===== src/rtl/mem_arbiter.sv =====
// Two-port (fetch / data) arbiter onto a single-port unified memory with
// alternating priority, per-transaction timeout and a pipeline stall.
module mem_arbiter #(
    parameter int TIMEOUT = 255
) (
    input  logic        clk,
    input  logic        rst,
    input  logic        inst_req,
    input  logic [31:0] inst_addr,
    output logic [31:0] inst_rdata,
    output logic        inst_ack,
    input  logic        data_req,
    input  logic        data_we,
    input  logic [31:0] data_addr,
    input  logic [31:0] data_wdata,
    output logic [31:0] data_rdata,
    output logic        data_ack,
    output logic        bus_err,
    output logic        mem_req,
    output logic        mem_we,
    output logic [31:0] mem_addr,
    output logic [31:0] mem_wdata,
    input  logic [31:0] mem_rdata,
    input  logic        mem_ready,
    output logic        stall
);

    typedef enum logic [1:0] {IDLE, INST, DATA} state_t;

    localparam logic [9:0] CNT_LAST = 10'(TIMEOUT - 1);

    state_t      state_q, state_d;
    logic        last_data_q, last_data_d;   // 1: previous grant went to DATA
    logic [9:0]  cnt_q, cnt_d;
    logic        mem_req_q, mem_req_d;
    logic        mem_we_q, mem_we_d;
    logic [31:0] mem_addr_q, mem_addr_d;
    logic [31:0] mem_wdata_q, mem_wdata_d;
    logic [31:0] inst_rdata_q, inst_rdata_d;
    logic [31:0] data_rdata_q, data_rdata_d;
    logic        inst_ack_q, inst_ack_d;
    logic        data_ack_q, data_ack_d;
    logic        bus_err_q, bus_err_d;

    logic inst_elig, data_elig;

    // A requester whose ack is high this cycle is still holding req; skip it.
    assign inst_elig = inst_req & ~inst_ack_q;
    assign data_elig = data_req & ~data_ack_q;
    assign stall     = inst_elig | data_elig;

    always_comb begin
        state_d      = state_q;
        last_data_d  = last_data_q;
        cnt_d        = cnt_q;
        mem_req_d    = mem_req_q;
        mem_we_d     = mem_we_q;
        mem_addr_d   = mem_addr_q;
        mem_wdata_d  = mem_wdata_q;
        inst_rdata_d = inst_rdata_q;
        data_rdata_d = data_rdata_q;
        inst_ack_d   = 1'b0;
        data_ack_d   = 1'b0;
        bus_err_d    = 1'b0;

        unique case (state_q)
            IDLE: begin
                if (data_elig && (!inst_elig || !last_data_q)) begin
                    state_d     = DATA;
                    last_data_d = 1'b1;
                    cnt_d       = '0;
                    mem_req_d   = 1'b1;
                    mem_we_d    = data_we;
                    mem_addr_d  = data_addr;
                    mem_wdata_d = data_wdata;
                end else if (inst_elig) begin
                    state_d     = INST;
                    last_data_d = 1'b0;
                    cnt_d       = '0;
                    mem_req_d   = 1'b1;
                    mem_we_d    = 1'b0;
                    mem_addr_d  = inst_addr;
                    mem_wdata_d = '0;
                end
            end
            INST, DATA: begin
                cnt_d = cnt_q + 10'd1;
                // Ready wins over a timeout landing in the same cycle.
                if (mem_ready || (cnt_q == CNT_LAST)) begin
                    state_d   = IDLE;
                    mem_req_d = 1'b0;
                    mem_we_d  = 1'b0;
                    bus_err_d = ~mem_ready;
                    if (state_q == INST) begin
                        inst_ack_d   = 1'b1;
                        inst_rdata_d = mem_ready ? mem_rdata : 32'd0;
                    end else begin
                        data_ack_d = 1'b1;
                        if (!mem_ready) begin
                            data_rdata_d = 32'd0;
                        end else if (!mem_we_q) begin
                            data_rdata_d = mem_rdata;
                        end
                    end
                end
            end
            default: state_d = IDLE;
        endcase
    end

    always_ff @(posedge clk) begin
        if (rst) begin
            state_q      <= IDLE;
            last_data_q  <= 1'b0;
            cnt_q        <= '0;
            mem_req_q    <= 1'b0;
            mem_we_q     <= 1'b0;
            mem_addr_q   <= '0;
            mem_wdata_q  <= '0;
            inst_rdata_q <= '0;
            data_rdata_q <= '0;
            inst_ack_q   <= 1'b0;
            data_ack_q   <= 1'b0;
            bus_err_q    <= 1'b0;
        end else begin
            state_q      <= state_d;
            last_data_q  <= last_data_d;
            cnt_q        <= cnt_d;
            mem_req_q    <= mem_req_d;
            mem_we_q     <= mem_we_d;
            mem_addr_q   <= mem_addr_d;
            mem_wdata_q  <= mem_wdata_d;
            inst_rdata_q <= inst_rdata_d;
            data_rdata_q <= data_rdata_d;
            inst_ack_q   <= inst_ack_d;
            data_ack_q   <= data_ack_d;
            bus_err_q    <= bus_err_d;
        end
    end

    assign mem_req    = mem_req_q;
    assign mem_we     = mem_we_q;
    assign mem_addr   = mem_addr_q;
    assign mem_wdata  = mem_wdata_q;
    assign inst_rdata = inst_rdata_q;
    assign data_rdata = data_rdata_q;
    assign inst_ack   = inst_ack_q;
    assign data_ack   = data_ack_q;
    assign bus_err    = bus_err_q;

endmodule


===== config.mk =====
export PLATFORM = sky130hd
export DESIGN_NAME = mem_arbiter
export DESIGN_NICKNAME = d
export VERILOG_FILES = /design/src/rtl/mem_arbiter.sv
export SDC_FILE = /design/constraint.sdc
export NUM_CORES = 1
export LEC_CHECK = 0
export BUFFER_PORTS_ARGS = -buffer_cell sky130_fd_sc_hd__buf_2
export CORE_UTILIZATION = 36
export DETAILED_ROUTE_END_ITERATION = 8
export GPL_TIMING_DRIVEN = 1
export HOLD_SLACK_MARGIN = 0.1
export PLACE_DENSITY = 0.74
export SLEW_MARGIN = 20
export SYNTH_ARGS = -nofsm -noshare
export SYNTH_HDL_FRONTEND = slang
export SYNTH_SLANG_ARGS = --single-unit

===== constraint.sdc =====
create_clock -name clk -period 3.1 [get_ports clk]
set_input_delay 0.62 -clock clk [delete_from_list [all_inputs] [get_ports clk]]
set_output_delay 0.62 -clock clk [all_outputs]
set_load 0.03 [all_outputs]

=== Word level (Yosys, flattened, before mapping) ===
Cells that the tools add are included.

* Flip-flop bits (word level): 146
* Latch bits: 0
* ROM bits: 0
* Output and inout port bits: 134
* RAM bits: 0
* Memories kept: 0

* Bitwise operators: 9
* Equality and inequality tests: 6
* Order comparisons: 0
* Muxes and demuxes: 24
* Reductions and logical operators: 16
* Shift-type cells: 0
* Multiply operators: 0
* $add $sub $neg: 1
* Divide/modulo/power cells: 0

{| class="wikitable"
|+ Operators with widths
! cell !! count
|-
| 32-bit two-way mux || 7
|-
| 10-bit two-way mux || 2
|-
| 10-bit case mux with 2 select lines || 1
|-
| 10-bit by 1-bit adder with 10-bit output (second input constant) || 1
|-
| 10-bit by 8-bit == test with 1-bit output (second input constant) || 1
|-
| 1-bit two-way mux || 8
|-
| 2-bit two-way mux || 3
|-
| 1-bit inverter || 6
|-
| 2-bit AND reduction || 3
|-
| 3-bit AND reduction || 2
|-
| 2-bit inequality test (second input constant) || 2
|-
| 1-bit case mux with 2 select lines || 2
|-
| 2-bit case mux with 2 select lines || 1
|-
| 4-bit AND reduction || 1
|-
| 2-bit nonzero test || 2
|-
| 3-bit inequality test (second input constant) || 1
|-
| 3-bit OR reduction || 1
|-
| 1-bit AND || 2
|-
| 2-bit by 1-bit == test with 1-bit output (second input constant) || 1
|-
| 2-bit == test (second input constant) || 1
|-
| 1-bit zero test || 2
|-
| 2-bit zero test || 1
|-
| 1-bit logical OR || 2
|-
| 2-bit OR reduction || 1
|-
| other kinds (2) || 2
|}

=== Logic depth before layout (Yosys ltp) ===
Gate-level depths: netlist (run 1).

* Word-level depth: 7
* Gate-level depth with buffers: 8

=== Worst setup path after synthesis (run 1) ===
OpenSTA, ideal clock, no wires.

* Path kind: reg2reg
* From: reg state_q[0]
* To: reg cnt_q[9]
* Period minus slack after synthesis: 1867 ps
* Stages on the path, launching flop included: 8
* Arrival: 1796 ps
* Buffers on the path: 1
* Path slack: 1233 ps
* Cell sequence: dfxtp_1 > inv_1 > ha_1 > clkbuf_8 > or2_2 > o311ai_1 > or4_2 > a21oi_1

* Cells in the longest elaborated chain, start to end: 4
* Elaborated cells on any way between the ends: 8

{| class="wikitable"
|+ RTL lines
! element !! RTL line !! source
|-
| start, declared || 32 || <nowiki>state_t state_q, state_d;</nowiki>
|-
| start signal, assigned || 126 || <nowiki>state_q <= state_d;</nowiki>
|-
| 2-bit by 1-bit == test with 1-bit output / 2-bit == test (equally long branches) || 66 || <nowiki>unique case (state_q)</nowiki>
|-
| 2-bit OR reduction || 66 ||
|-
| 2-bit nonzero test (no source line) || - ||
|-
| 2-bit AND reduction (no source line) || - ||
|-
| end signal, assigned || 128 || <nowiki>cnt_q <= cnt_d;</nowiki>
|-
| end, declared || 34 || <nowiki>logic [9:0] cnt_q, cnt_d;</nowiki>
|}

Several ways; a longest one is shown, not always the timed one.
A chain may end at the register's enable or synchronous reset.

=== Final worst setup path (run 1) ===
* From: reg state_q[0]
* To: reg data_rdata_q[3] (netlist: data_rdata[3])

* Cells in the longest elaborated chain, start to end: 3
* Elaborated cells on any way between the ends: 5

{| class="wikitable"
|+ RTL lines
! element !! RTL line !! source
|-
| 2-bit by 1-bit == test with 1-bit output / 2-bit == test (equally long branches) || 66, 94 ||
|-
| 2-bit OR reduction / 1-bit inverter (equally long branches) || - ||
|-
| 4-bit AND reduction (no source line) (*) || - ||
|-
| end signal, assigned || 134 || <nowiki>data_rdata_q <= data_rdata_d;</nowiki>
|-
| end, declared || 40 || <nowiki>logic [31:0] data_rdata_q, data_rdata_d;</nowiki>
|}

Mark *: on every way between the ends. The rest lies on a longest branch, timed or not.

==> qor.txt, run 1 <==
outcome: complete, no violations
setup TNS: 0 ns
Nets: 1001
Slew Limit Fails: 0
Die Height: 127 um
post-synth top area share: 0.522
Final Wtd Congestion: 0.774
P per Cell Area: 700 mW/mm2
Slew HR: 0.415
final hold slack: 0.434 ns
reg-to-reg critical path startpoint: state_q[0]$_SDFFE_PP0P_
WHS Path Cells: 2
total grt overflow: 0
flop2flop setup slack: 0.77 ns
DRT Pass-1 Iters: 5
via count: 5472
Worst Hold Class: input pin to register
Switch Pwr: 1.75 mW
largest net degree at the start of global routing: 69
final instance area: 0.00758 mm2
final worst-path cycle share: 0.753
fmax: 428 MHz
Synth Warn #: 0
first-pass GRT wire length: 25800 um
top-count cell post-synth: dfxtp_1
gr usage total: 0.201
capturing point of the worst reg2reg path: data_rdata[3]$_SDFFE_PP0P_
Via density: 5.14
Final Hold Vio Count: 0
P_int: 3.55 mW
crit path max fanout: 32
pre-CTS WS: 0.775 ns
synth unique cells: 48
cell area after synthesis: 0.00560 mm2
postcts setup bufs: 0
Seq/Total Area, Yosys: 0.522
top cells by area, synth: dfxtp_1 52%, a311oi_1 5.2%, a22o_1 5.0%
CTS tree: built
DIE AREA: 0.0161 mm2
crit end category: register
Avg WL per Cell: 15.0 um
clock latency on the worst-skew pair: 0.41 ns
Yosys reg bits: 146
count of hold-fix buffers inserted at cts: 0
Syn Area/Cell: 9.02 um2
sequential share of power: 0.402
Startpoint Class: register
CTS buffer count: 17
clock power share: 0.375
# IOs: 268
clock buffer depth: 2
Logic pwr share: 0.222
sw frac: 0.330
Finished Layout Cells: 1064
Worst-Margin Slew: 0.877 ns
Crit Path Class: register to register
RSZ-0062 raised after global routing: false
final antenna-violating net count: 0
post_cts resized: 0
root buf cell: clkbuf_16
final design utilization: 0.499
initial antenna violation count: 0
peak supply drop: 380 uV
share of post-route cells with drive strength above 1: 0.372
DRT iter0 DRCs: 410
Final Critical Period: 2.33 ns
PnR worst setup slack: 0.766 ns
final setup violation count: 0
Worst-path clk slew: 0.07 ns
vias in the first global route: 5076
Synth Flop Type: dfxtp_1
Die X-Extent: 127 um
Post-synth top cells: 146 x dfxtp_1, 73 x nand2_1, 73 x nor2_1, 40 x a21oi_1, 38 x clkbuf_1
Power, Total: 5.31 mW
Port Buffers: 267
EDFF count, synth: 0
post-synthesis instance total: 621
placed cell areas: 0.00701 mm2
max cap viols: 0
Hold EP: data_rdata[21]$_SDFFE_PP0P_
net count after synthesis: 759
data arrival time of the critical path: 2.69 ns
H-tree Lvls: 4
DRC violations left: 0
Leak: 3.49 nW
initial core utilization: 0.369
clock skew: 0.00773 ns
Routed WL: 16000 um
Yosys top cell by area: dfxtp_1
R2R depth: 6
asr flop ratio synth: 0
hold path start: mem_rdata[21]
Syn-to-layout area delta: 35.3%
CP required: 3.45 ns
Placed Instances: 1032
HPWL after detailed placement: 10900 um
ANT cells: 0
num rows: 45
clock sink total: 146
Core ar.: 0.0152 mm2
-- worst max-delay path by stage --
stage / from / end / slack (ns) / cells past startpoint
after floorplan: state_q[0]$_SDFFE_PP0P_ / cnt_q[9]$_SDFFE_PP0P_ / 1.23 / 7
after global placement: state_q[0]$_SDFFE_PP0P_ / data_rdata[0]$_SDFFE_PP0P_ / 0.84 / 6
after detailed placement: state_q[0]$_SDFFE_PP0P_ / data_rdata[23]$_SDFFE_PP0P_ / 0.78 / 6
after CTS: state_q[0]$_SDFFE_PP0P_ / data_rdata[23]$_SDFFE_PP0P_ / 0.76 / 6
after global routing: cnt_q[0]$_SDFFE_PP0P_ / mem_req$_SDFFE_PP0P_ / 0.55 / 6
final: state_q[0]$_SDFFE_PP0P_ / data_rdata[3]$_SDFFE_PP0P_ / 0.77 / 6
-- layer usage --
metal / routed length, um / vias to the layer above / share of wire / global-route usage
li1: - / 2727 / - / -
met5: 0 / - / 0 / 0
met1: 7230 / 2529 / 0.45 / 0.262
met4: 280 / 0 / 0.018 / 0.0798
met3: 910 / 22 / 0.057 / 0.0456
met2: 7580 / 194 / 0.47 / 0.323
-- critical path: stages, from the launching register on --
cell	delay, ns
dfxtp_1	0.36
inv_1	0.06
ha_1	0.46
inv_2	0.09
or3_1	0.43
nor2_4	0.60
a22o_1	0.26
-- flip-flops by register name, indices dropped and copies added (netlist names) --
name and cells:
mem_req 1, mem_addr 32, data_rdata 32, mem_we 1
inst_rdata 32, bus_err 1, cnt_q 10, data_ack 1
last_data_q 1, mem_wdata 32, inst_ack 1, state_q 2
-- cell families after synthesis --
family / Yosys count / share of synthesized area
XOR/XNOR: 3 / 0.00469
AND/OR/NAND/NOR: 211 / 0.165
AO/OA/AOI/OAI: 193 / 0.242
buffers and inverters: 63 / 0.0552
flip-flops: 146 / 0.522
adder cells (fa/ha/maj): 4 / 0.00893
multiplexers: 1 / 0.00179
-- cells in the final DEF (no fill, tap or decap), types with 2 or more instances in the layout --
master,instances
inv_6,6
a31oi_1,4
ha_1,4
or3_1,2
a22o_2,2
clkinv_4,2
nand3b_1,2
a311oi_1,33
buf_2,266
dfxtp_1,146
a22o_1,32
nand2b_1,4
a22oi_1,32
nand4_1,3
nor2_1,73
nand3_1,36
o21ai_0,36
clkinv_2,2
and3_1,4
a31o_2,2
o31ai_1,3
nand2_1,73
inv_8,2
nor3_1,3
clkinvlp_4,2
clkbuf_16,17
buf_4,12
xnor2_1,3
a21oi_1,40
inv_1,7
-- power groups by stage --
stage	clock network (mW)	logic [mW]	registers, mW
6_report	1.99	1.18	2.14
2_1_floorplan	0	0.511	2.49
4_1_cts	2.05	1.19	2.14
3_3_place_gp	0	1.17	2.17
5_1_grt	2.14	1.28	2.16
3_5_place_dp	0	1.19	2.17
-- final cells by class --
type                            count  area (um2)
Clock buffer                       17         425
Clock inverter                     15         148
Fill cell                        1464        7620
Inverter                            8        30.0
Multi-Input combinational cell    412        2400
Sequential cell                   146        2920
Tap cell                          188         235
Timing Repair Buffer              278        1420
Note: power is estimated with default switching activity, not from simulation.
==> inputs of run 2 (changes only) <==
Settings changed: ABC_AREA set to 1, PLACE_DENSITY 0.74 to 0.71.
Clock period 3.1 ns to 2.44 ns, I/O delays scaled along.
==> run 2 against run 1 <==
Cell count up 47%. Global-route usage is 1.3 points lower. Clock power increased by 32%. Critical path depth increased by 5. Critical path type unchanged. First-iteration DRC count down 27%. Fmax grew 22%.
==> qor.txt, run 2 <==
outcome: complete, no violations
Largest stage delay, worst path: 0.34 ns (-0.26 ns)
commonest non-fill, non-tap cells in the layout: 267 x buf_2, 265 x inv_1, 257 x nand2_1, 167 x nor2_1, 146 x dfxtp_1
pre-CTS WS: 0.481 ns (-0.295 ns)
Routed WL: 18500 um (+16%)
Final Critical Period: 1.92 ns (-0.417 ns)
Core ar.: 0.0188 mm2 (+23%)
clock skew: 0.0121 ns (+0.00436 ns)
initial antenna violation count: 2 (+2)
largest family of logic cells by synthesized area: simple AND/OR/NAND/NOR gates
share of post-route cells with drive strength above 1: 0.243 (-0.129)
Leak: 5.22 nW (+50%)
CP required: 2.79 ns (-0.66 ns)
Post-Synth Simple-Gate Area: 0.291 (+0.125)
post-synth top area share: 0.424 (-0.0978)
Worst-Margin Slew: 0.778 ns (-0.0990 ns)
XOR/XNOR Fraction of Synth Area: 0 (-0.00469)
asr flop ratio synth: 0 (unchanged)
Post-synth top cells: 266 x inv_1, 258 x nand2_1, 167 x nor2_1, 146 x dfxtp_1, 77 x a21oi_1
Avg WL per Cell: 11.8 um (-21%)
DRT iter0 DRCs: 300 (-27%)
Slew HR: 0.481 (+0.0660)
area fraction in compound gates after synthesis: 0.0940 (-0.148)
Placed Instances: 1532 (+48%)
net count after synthesis: 1216 (+60%)
root buf cell: clkbuf_16
Final Hold Vio Count: 0 (unchanged)
post_cts resized: 0 (unchanged)
Yosys reg bits: 146 (unchanged)
vias in the first global route: 6209 (+22%)
Startpoint Class: register
multiplexer area fraction after synthesis: 0 (-0.00179)
Die X-Extent: 140 um (+11%)
# IOs: 268 (unchanged)
data arrival time of the critical path: 2.27 ns (-0.42 ns)
Yosys top cell by area: dfxtp_1
final worst-path cycle share: 0.786 (+0.0327)
count of hold-fix buffers inserted at cts: 0 (unchanged)
CP max stage cell: dfxtp_1
max cap viols: 0 (unchanged)
crit path max fanout: 32 (unchanged)
Syn-to-layout area delta: 30.3%
commonest non-fill, non-tap cell in the layout: buf_2
top-count cell post-synth: inv_1
Synth Flop Type: dfxtp_1
postcts setup bufs: 0 (unchanged)
cell area after synthesis: 0.00690 mm2 (+23%)
Power, Total: 7.57 mW (+43%)
Post-Synth Adder-Cell Area: 0.00726 (-0.00167)
Worst Hold Class: input pin to register
DRC violations left: 0 (unchanged)
largest net degree at the start of global routing: 72 (+4.3%)
fmax: 522 MHz (+22%)
via count: 6933 (+27%)
Synth Warn #: 0 (unchanged)
DIE AREA: 0.0197 mm2 (+23%)
Seq/Total Area, Yosys: 0.424 (-0.0978)
total grt overflow: 0 (unchanged)
num rows: 50 (+11%)
H-tree Lvls: 4 (unchanged)
final hold slack: 0.306 ns (-0.128 ns)
clock sink total: 146 (unchanged)
HPWL after detailed placement: 12900 um (+18%)
CTS buffer count: 17 (unchanged)
Port Buffers: 267 (unchanged)
Final Wtd Congestion: 0.820 (+5.9%)
final antenna-violating net count: 0 (unchanged)
initial core utilization: 0.367 (-0.00116)
Finished Layout Cells: 1565 (+47%)
RSZ-0062 raised after global routing: false
CTS tree: built
clock latency on the worst-skew pair: 0.42 ns (about the same)
Worst-path clk slew: 0.08 ns (about the same)
Nets: 1455 (+45%)
final design utilization: 0.479 (-0.0202)
crit end category: register
PnR worst setup slack: 0.523 ns (-0.243 ns)
Syn Area/Cell: 6.40 um2 (-29%)
top cells by area, synth: dfxtp_1 42%, inv_1 14%, nand2_1 14%
synth unique cells: 26 (-46%)
placed cell areas: 0.00839 mm2 (+20%)
Crit Path Class: register to register
Via density: 4.43 (-14%)
final instance area: 0.00898 mm2 (+18%)
clock buffer depth: 2 (unchanged)
Die Height: 140 um (+11%)
first-pass GRT wire length: 29700 um (+15%)
most frequent CP cell: inv_1
EDFF count, synth: 0 (unchanged)
Slew Limit Fails: 0 (unchanged)
peak supply drop: 480 uV (+26%)
crit-path cells: inv_1 -> ha_1 -> inv_1 -> nor2_1 -> nand3_2 -> nand2_4 -> nand3_4 -> buf_4 -> nand2_1 -> inv_1 -> nor2_1
setup TNS: 0 ns (unchanged)
DRT Pass-1 Iters: 8 (+3)
P per Cell Area: 843 mW/mm2 (+20%)
gr usage total: 0.188 (-0.0131)
final setup violation count: 0 (unchanged)
post-synthesis instance total: 1078 (+74%)
[run 2: layer usage]
layer	vias up	track usage	routed length, um
li1	3665	-	-
met3	29	0.0574	1480
met2	257	0.315	8590
met4	2	0.0810	422
met1	2980	0.221	7970
met5	-	0	16
[run 2: path summary, 6_finish.rpt]
path | start | end | slack (ns) | cells after the start
worst max-delay path | cnt_q[0]$_SDFFE_PP0P_ | inst_rdata[15]$_SDFFE_PP0P_ | 0.52 | 11
worst min-delay path | data_wdata[29] | mem_wdata[29]$_SDFFE_PP0P_ | 0.31 | 3
worst max register to register | cnt_q[0]$_SDFFE_PP0P_ | inst_rdata[15]$_SDFFE_PP0P_ | 0.52 | 11
worst min register to register | mem_req$_SDFFE_PP0P_ | mem_req$_SDFFE_PP0P_ | 0.46 | 2
[run 2: critical path, delay by kind of cell (launching register included)]
family                     cells  cell delay [ns]
adders and majority gates      1             0.15
and+or+nand+nor                6             0.86
DFF                            1             0.34
buffers and inverters          4             0.48
[run 2: cells by family (layout without fill, tap and decap cells)]
kind of cell / after synthesis / after routing
flops: 146 / 146
simple gates: 487 / 487
fa+ha+maj: 4 / 4
buf+inv: 328 / 580
other cells: 0 / 1
compound gates: 113 / 113
[run 2: final cells by class]
| class | instances | area, um2 |
|---|---|---|
| Clock buffer | 17 | 425 |
| Tap cell | 234 | 293 |
| Clock inverter | 15 | 160 |
| Inverter | 267 | 1000 |
| Sequential cell | 146 | 2920 |
| Multi-Input combinational cell | 604 | 2710 |
| Timing Repair Buffer | 281 | 1470 |
| Fill cell | 1987 | 9790 |
| Antenna cell | 1 | 2.50 |
[run 2: power by group]
group	internal, mW	total (mW)	switching [mW]
registers	2.67	2.81	0.143
logic	0.639	2.14	1.50
clock network	1.46	2.62	1.17
total	4.76	7.57	2.81
==> inputs of run 3 (changes only) <==
Settings changed: ABC_AREA 1 to 0, PLACE_DENSITY 0.71 to 0.74.
Clock period 2.44 ns to 1.9 ns, I/O delays scaled along.
==> run 3 against run 2 <==
Critical path depth down 4. Cell area shrank 14%. Largest cell class unchanged. First-iteration DRC count increased by 12%. Critical path type unchanged. Core utilization up 3.2 points.
==> qor.txt, run 3 (synthesis results as in run 1) <==
fmax: 552 MHz (+5.7%)
data arrival time of the critical path: 2.12 ns (-0.15 ns)
Core ar.: 0.0152 mm2 (-19%)
via count: 5609 (-19%)
Die Height: 127 um (-9.7%)
H-tree Lvls: 4 (unchanged)
CTS tree: built
Placed Instances: 1045 (-32%)
Crit Path Class: register to register
max cap viols: 0 (unchanged)
crit path max fanout: 23 (-28%)
P per Cell Area: 1130 mW/mm2 (+34%)
commonest non-fill, non-tap cells in the layout: 266 x buf_2, 145 x dfxtp_1, 73 x nand2_1, 73 x nor2_1, 40 x a21oi_1
DIE AREA: 0.0161 mm2 (-18%)
final antenna-violating net count: 0 (unchanged)
pre-CTS WS: 0.00177 ns (-0.479 ns)
Via density: 5.21 (+18%)
Worst Hold Class: input pin to register
setup TNS: 0 ns (unchanged)
Worst-path clk slew: 0.07 ns (about the same)
vias in the first global route: 5168 (-17%)
DRT Pass-1 Iters: 4 (-4)
clock skew: 0.00805 ns (-0.00404 ns)
RSZ-0062 raised after global routing: false
Die X-Extent: 127 um (-9.7%)
crit end category: register
clock sink total: 146 (unchanged)
CTS buffer count: 17 (unchanged)
PnR worst setup slack: 0.0871 ns (-0.436 ns)
num rows: 45 (-10%)
first-pass GRT wire length: 25600 um (-14%)
DRC violations left: 0 (unchanged)
initial antenna violation count: 0 (-2)
Startpoint Class: register
Nets: 1014 (-30%)
share of post-route cells with drive strength above 1: 0.386 (+0.143)
Avg WL per Cell: 15.0 um (+27%)
Final Hold Vio Count: 0 (unchanged)
Slew HR: 0.693 (+0.211)
ANT cells: 0 (-1)
Finished Layout Cells: 1077 (-31%)
Power, Total: 8.75 mW (+16%)
fillers: 1451 (-27%)
root buf cell: clkbuf_16
Final Critical Period: 1.81 ns (-0.104 ns)
final worst-path cycle share: 0.954 (+0.169)
final design utilization: 0.511 (+0.0323)
Syn-to-layout area delta: 38.6%
DRT iter0 DRCs: 337 (+12%)
# IOs: 268 (unchanged)
Port Buffers: 267 (unchanged)
gr usage total: 0.199 (+0.0109)
total grt overflow: 0 (unchanged)
outcome: complete, no violations
count of hold-fix buffers inserted at cts: 0 (unchanged)
HPWL after detailed placement: 11100 um (-14%)
Worst-Margin Slew: 0.461 ns (-0.317 ns)
initial core utilization: 0.369 (+0.00116)
Routed WL: 16200 um (-12%)
Slew Limit Fails: 0 (unchanged)
largest net degree at the start of global routing: 65 (-9.7%)
peak supply drop: 757 uV (+58%)
CP required: 2.21 ns (-0.58 ns)
clock buffer depth: 2 (unchanged)
Final Wtd Congestion: 0.805 (-1.8%)
final setup violation count: 0 (unchanged)
clock latency on the worst-skew pair: 0.41 ns (about the same)
Leak: 3.58 nW (-31%)
commonest non-fill, non-tap cell in the layout: buf_2
-- run 3: worst paths after layout --
| path | endpoint | slack [ns] | startpoint | depth (start not counted) |
|---|---|---|---|---|
| setup reg to reg | data_rdata[31]$_SDFFE_PP0P_ | 0.09 | cnt_q[0]$_SDFFE_PP0P_ | 7 |
| setup / recovery | data_rdata[31]$_SDFFE_PP0P_ | 0.09 | cnt_q[0]$_SDFFE_PP0P_ | 7 |
| hold reg to reg | data_rdata[9]$_SDFFE_PP0P_ | 0.47 | data_rdata[9]$_SDFFE_PP0P_ | 1 |
| hold / removal | data_rdata[11]$_SDFFE_PP0P_ | 0.19 | mem_rdata[11] | 2 |
-- run 3: through the flow --
step | hold WS, ns | cell area (um2)
floorplan | 0.442 | 5600
global placement | 0.452 | 7170
detailed placement | 0.450 | 7170
CTS | 0.175 | 7750
global route | 0.171 | 7770
finish | 0.194 | 7770
-- run 3: per-layer routing --
metal  routed length, um  vias to the layer above  global-route usage  share of wire
met5                   0                        -                   0              0
met4                 233                        0              0.0623          0.014
met3                1080                       18              0.0565          0.067
met2                7780                      229               0.326           0.48
met1                7090                     2617               0.253           0.44
li1                    -                     2745                   -              -
-- run 3: where the power goes --
group,switching (mW),internal [mW]
Combinational,1.34,0.692
Clock,1.40,1.85
Sequential,0.138,3.34
Total,2.87,5.88
-- run 3: final cells by class --
class,count,area [um2],area share
clock buffers,18,429,0.0553
clock inverters,14,146,0.0188
inverters,8,30.0,0.00387
multi-input cells,412,2410,0.310
flip-flops and latches,146,2920,0.376
well taps,188,235,0.0303
repair buffers,291,1590,0.205
-- run 3: timing repair --
item / CTS / global route
setup endpoints to repair: 2 / 13
setup buffers: 0 / 0
gates cloned: 0 / 0
resized for setup: 0 / 5
pin swaps: 2 / 0
-- run 3: worst max-delay path: stages, from the launching register on --
cell and delay (ns):
dfxtp_1 0.31, inv_1 0.07, ha_1 0.17, or3b_1 0.36, o41ai_2 0.24, a31oi_2 0.17
buf_12 0.19, a22o_2 0.21
